==> src/rtl/mul_shift_add_8bit_if.sv <==
// Handshake and data bundle between the CPU datapath and the shift-add multiplier.
interface mul_shift_add_8bit_if;
    logic        start;
    logic [7:0]  a;
    logic [7:0]  b;
    logic        busy;
    logic        done;
    logic [15:0] product;

    modport master (
        output start, a, b,
        input  busy, done, product
    );

    modport slave (
        input  start, a, b,
        output busy, done, product
    );
endinterface

==> src/rtl/ripple_adder_8bit.sv <==
// 8-bit ripple-carry adder shared by the datapath; one full-adder cell per bit.
module ripple_adder_8bit (
    input  logic [7:0] a_i,
    input  logic [7:0] b_i,
    input  logic       carry_i,
    output logic [7:0] sum_o,
    output logic       carry_o
);
    logic carry;

    always_comb begin
        carry = carry_i;
        sum_o = '0;
        for (int i = 0; i < 8; i++) begin
            sum_o[i] = a_i[i] ^ b_i[i] ^ carry;
            carry    = (a_i[i] & b_i[i]) | (carry & (a_i[i] ^ b_i[i]));
        end
        carry_o = carry;
    end
endmodule

==> src/rtl/mul_shift_add_8bit.sv <==
// Sequential 8x8 unsigned multiplier: one shift-and-add iteration per cycle through a
// single ripple adder, 8 iterations per product, start/busy/done handshake.
module mul_shift_add_8bit (
    input logic                  clk,
    input logic                  rst,
    mul_shift_add_8bit_if.slave  bus_io
);
    typedef enum logic [1:0] {StIdle, StRun, StDone} state_e;

    state_e      state_q;
    logic [7:0]  mcand_q;
    logic [7:0]  hi_q;
    logic [7:0]  lo_q;
    logic [3:0]  cnt_q;
    logic [15:0] product_q;

    logic [7:0]  addend;
    logic [7:0]  sum;
    logic        carry_out;
    logic [7:0]  hi_d;
    logic [7:0]  lo_d;

    ripple_adder_8bit u_adder (
        .a_i     (hi_q),
        .b_i     (addend),
        .carry_i (1'b0),
        .sum_o   (sum),
        .carry_o (carry_out)
    );

    // The working register's top bit is always zero after the shift, so it is not stored.
    always_comb begin
        addend = lo_q[0] ? mcand_q : 8'h00;
        hi_d   = {carry_out, sum[7:1]};
        lo_d   = {sum[0], lo_q[7:1]};
    end

    always_ff @(posedge clk) begin
        if (rst) begin
            state_q   <= StIdle;
            mcand_q   <= '0;
            hi_q      <= '0;
            lo_q      <= '0;
            cnt_q     <= '0;
            product_q <= '0;
        end else begin
            unique case (state_q)
                StIdle, StDone: begin
                    if (bus_io.start) begin
                        mcand_q <= bus_io.a;
                        hi_q    <= '0;
                        lo_q    <= bus_io.b;
                        cnt_q   <= '0;
                        state_q <= StRun;
                    end else begin
                        state_q <= StIdle;
                    end
                end
                StRun: begin
                    hi_q  <= hi_d;
                    lo_q  <= lo_d;
                    cnt_q <= cnt_q + 4'd1;
                    if (cnt_q == 4'd7) begin
                        product_q <= {hi_d, lo_d};
                        state_q   <= StDone;
                    end
                end
                default: state_q <= StIdle;
            endcase
        end
    end

    assign bus_io.busy    = (state_q == StRun);
    assign bus_io.done    = (state_q == StDone);
    assign bus_io.product = product_q;
endmodule

==> src/flat_wrapper.sv <==
// flat-port wrapper written by rule: the top's interface ports become plain ports
module mul_shift_add_8bit_flat 
  (clk, rst, bus_io_start, bus_io_a, bus_io_b, bus_io_busy, bus_io_done, bus_io_product);
  mul_shift_add_8bit_if bus_io_i ();
  input logic clk;
  input logic rst;
  input wire logic [$bits(bus_io_i.start)-1:0] bus_io_start;
  input wire logic [$bits(bus_io_i.a)-1:0] bus_io_a;
  input wire logic [$bits(bus_io_i.b)-1:0] bus_io_b;
  output wire logic [$bits(bus_io_i.busy)-1:0] bus_io_busy;
  output wire logic [$bits(bus_io_i.done)-1:0] bus_io_done;
  output wire logic [$bits(bus_io_i.product)-1:0] bus_io_product;
  assign bus_io_i.start = bus_io_start;
  assign bus_io_i.a = bus_io_a;
  assign bus_io_i.b = bus_io_b;
  assign bus_io_busy = bus_io_i.busy;
  assign bus_io_done = bus_io_i.done;
  assign bus_io_product = bus_io_i.product;
  mul_shift_add_8bit u_core (.clk(clk), .rst(rst), .bus_io(bus_io_i));
endmodule
==> config.mk <==
export PLATFORM = sky130hd
export DESIGN_NAME = mul_shift_add_8bit_flat
export DESIGN_NICKNAME = d
export VERILOG_FILES = /design/src/rtl/mul_shift_add_8bit_if.sv /design/src/rtl/ripple_adder_8bit.sv /design/src/rtl/mul_shift_add_8bit.sv /design/src/flat_wrapper.sv
export SDC_FILE = /design/constraint.sdc
export NUM_CORES = 1
export LEC_CHECK = 0
export CAP_MARGIN = 20
export CORE_MARGIN = 2
export CORE_UTILIZATION = 44
export DETAILED_ROUTE_END_ITERATION = 8
export DONT_BUFFER_PORTS = 1
export MAX_ROUTING_LAYER = met4
export PLACE_DENSITY_LB_ADDON = 0.3
export SYNTH_ARGS = -nofsm -noshare
export SYNTH_HDL_FRONTEND = slang
export SYNTH_HIERARCHICAL = 1
export SYNTH_SLANG_ARGS = --single-unit
==> constraint.sdc <==
create_clock -name clk -period 7.56 [get_ports clk]
set_input_delay 1.134 -clock clk [delete_from_list [all_inputs] [get_ports clk]]
set_output_delay 1.134 -clock clk [all_outputs]
set_load 0.005 [all_outputs]
==> flow_summary.toml <==
[layout]
nets = 221
diodes = 0
areaGrowthSynthToFinish_pct = 3.32
final_area_um2 = 2020
fin_cells = 246
multi_input_area_um2 = 897
final_cell_mix = "dfxtp_1, a21oi_1, nand2_1"
n_fill_cell = 424
drive_above_1_share_pct = 7.22
seq_area_um2 = 921
layout.cells.most_common = "dfxtp_1"

[clock_tree]
clkSinkCount = 46
postCtsSetupBuffers = 0
insertion_delay_ns = 0.30
clk_pin_slew_ns = 0.08
clk_path_buf_depth = 2
holdBufCountCts = 0
post_cts_resized = 0
htreeDepth = 2
cts_root_buf = "clkbuf_8"
cts_inserted_buffers = 5
cts_tree = "built"

[power]
p_seq_share_pct = 57.9
p_int_mw = 0.333
pwr-share-comb_pct = 6.7
switching_share_pct = 24.3
clkPwrFrac_pct = 35.4
p_switching_mw = 0.107
p_per_area_nw_per_um2 = 217
leakagePower_nw = 0.813
ir_drop_mv = 0.0897

[worst_setup_path]
cp.arrival_ns = 4.14
reg2regPathDepth = 15
end_kind = "register"
critPathKind = "reg2reg"
cp-start-kind = "register"
crit_start = "u_core/lo_q[0]$_SDFFE_PP0P_"
r2r_start = "u_core/lo_q[0]$_SDFFE_PP0P_"
path_max_fanout = 9
r2r_slack_ns = 3.66
r2r_end = "u_core/hi_q[6]$_SDFFE_PP0P_"
required_ns = 7.80

[worst_hold_path]
min_from = "u_core/mcand_q[0]$_SDFFE_PP0P_"
holdPathEnd = "u_core/mcand_q[0]$_SDFFE_PP0P_"
min-delay-path-class = "reg2reg"
hold_depth = 2

[synth]
synth_cell_types = 28
synthXorXnorAreaFrac_pct = 0
ys_ff_latch = 46
synth_fp_nets = 228
yosys_warnings = 6
synth_area_per_cell_um2 = 9.79
seq_area_frac_synth_pct = 47.0
synth-simple-area-share_pct = 16.9
synth_compound_area_share_pct = 18.5
synth_mux_area_share_pct = 1.34
synth_top_family_by_area = "compound AO/OA/AOI/OAI gates"
synth_cells = 200
synthAdderAreaFrac_pct = 8.82
synth_area_um2 = 1960

[sta]
setup-tns-final_ns = 0
min_period_ns = 3.90
worst_slack_ns = 3.66
fmax_mhz = 257
grt_setup_unrepaired = "no"
worstMarginPinSlew_ns = 1.00
finalSetupViolCount = 0
final.period_utilization_pct = 51.5
slew_headroom_pct = 33.3
finClkSkew_ns = 0.00550
hold_viol = 0
final_max_slew_viol_count = 0

[flow_run]
maxCapViolCount = 0

[placement]
io_buffers = 0
dp_cells = 238
hpwlAfterDp_um = 2510
gp_congestion = 0.780
pre_cts_ws_ns = 3.66
dpl_cell_area_um2 = 1930

[detailed_routing]
wl_per_cell_um = 15.7
first_iter_violations = 126
routed_via_density = 5.46
dr_wl_met3_um = 226
drtAntennaViolNets = 0
dr.pass1.iters = 4
met1_length_um = 1800
met2_length_um = 1740
via_count = 1343
top_layer = "met4"
route.detailed.drc = 0
wl_um = 3850

[global_routing]
antenna_found_initial = 0
grt_max_degree = 33
grtUsageTotal_pct = 16.0
grt_pass1_vias = 1150
grt_pass1_wl_um = 5940
grt.overflow.total = 0

[run_status]
outcome = "completed"

[floorplan]
core_um2 = 4320
row_count = 24
die_w_um = 70.7
initial_utilization_pct = 45.3
ioPinCount = 37
die_area_um2 = 5000
fp.dieH_um = 70.7
-- how the worst max path moves through the flow --
stage,endpoint,slack (ns),cells after the start
4_1_cts,u_core/hi_q[6]$_SDFFE_PP0P_,3.64,15
3_5_place_dp,u_core/hi_q[6]$_SDFFE_PP0P_,3.66,15
6_report,u_core/hi_q[6]$_SDFFE_PP0P_,3.66,15
2_1_floorplan,u_core/hi_q[6]$_SDFFE_PP0P_,3.85,15
5_1_grt,u_core/hi_q[6]$_SDFFE_PP0P_,3.50,15
3_3_place_gp,u_core/hi_q[6]$_SDFFE_PP0P_,3.72,15
-- layer usage --
layer | track usage (%) | vias up
li1 | - | 669
met1 | 21.1 | 632
met2 | 22.3 | 36
met3 | 4.56 | 6
met4 | 8.39 | 0
met5 | - | -
-- critical path, stage by stage, from the launching register on --
cell and delay [ns]:
dfxtp_1 0.37, and2_1 0.17, fa_1 0.38, inv_1 0.08, fa_1 0.15, inv_1 0.05
fa_1 0.37, fa_1 0.38, fa_1 0.38, fa_1 0.38, fa_1 0.37, inv_1 0.08
fa_1 0.40, inv_1 0.08, nand2_1 0.05, a21oi_1 0.13
-- logic make-up (layout without fill, tap and decap cells) --
kind of cell    Yosys count  after routing
mux                       2              2
fa+ha+maj                 9              9
other cells               1              1
flops                    46             46
compound gates           54             54
simple gates             62             62
buf+inv                  26             20
-- final cells by class --
class                      count  area share, %
clock inverter                 1          0.247
clock buffer                   7           4.27
inverter                      11           2.04
tap                           52           3.22
sequential                    46           45.5
timing repair buffer           1          0.371
multi-input combinational    128           44.3
-- synth_stat cells --
cell / number / share of area (%)
a211oi_2: 1 / 0.64
a21oi_1: 28 / 7.2
a22o_1: 16 / 7.2
a22oi_1: 8 / 3.1
and2_1: 8 / 2.6
and2b_1: 1 / 0.38
buf_1: 2 / 0.38
buf_2: 7 / 1.8
buf_4: 3 / 1.2
buf_6: 3 / 1.7
conb_1: 1 / 0.19
dfxtp_1: 46 / 47
fa_1: 8 / 8.2
ha_1: 1 / 0.64
inv_1: 11 / 2.1
mux2_2: 1 / 0.58
mux2_4: 1 / 0.77
nand2_1: 25 / 4.8
nand2b_1: 2 / 0.64
nand2b_4: 1 / 0.70
nand3_1: 18 / 4.6
nand3b_4: 1 / 1.0
nand4_1: 1 / 0.32
nor2_1: 2 / 0.38
nor2b_1: 1 / 0.32
nor3_4: 1 / 0.83
nor3b_1: 1 / 0.38
o21ba_1: 1 / 0.51
-- registers in the layout, summed over array words and instances (netlist names) --
register,cells
u_core/bus_io.product,16
u_core/hi_q,8
u_core/lo_q,8
u_core/mcand_q,8
u_core/cnt_q,4
u_core/state_q,2
-- per-stage QoR --
| stage | hold WS, ns | total power, mW | utilization [%] |
|---|---|---|---|
| floorplan | 0.432 | 0.288 | - |
| global placement | 0.437 | 0.290 | 44.7 |
| detailed placement | 0.442 | 0.290 | 44.7 |
| CTS | 0.454 | 0.444 | 46.8 |
| global route | 0.486 | 0.456 | 46.8 |
| finish | 0.452 | 0.439 | 46.8 |
-- power groups by stage --
stage / combinational [mW] / sequential (mW) / clock, mW
after floorplan: 0.0297 / 0.259 / 0
after global placement: 0.0295 / 0.260 / 0
after detailed placement: 0.0296 / 0.260 / 0
after CTS: 0.0297 / 0.254 / 0.160
after global routing: 0.0329 / 0.256 / 0.168
final: 0.0293 / 0.255 / 0.155
Power figures use the tool's default switching activity.
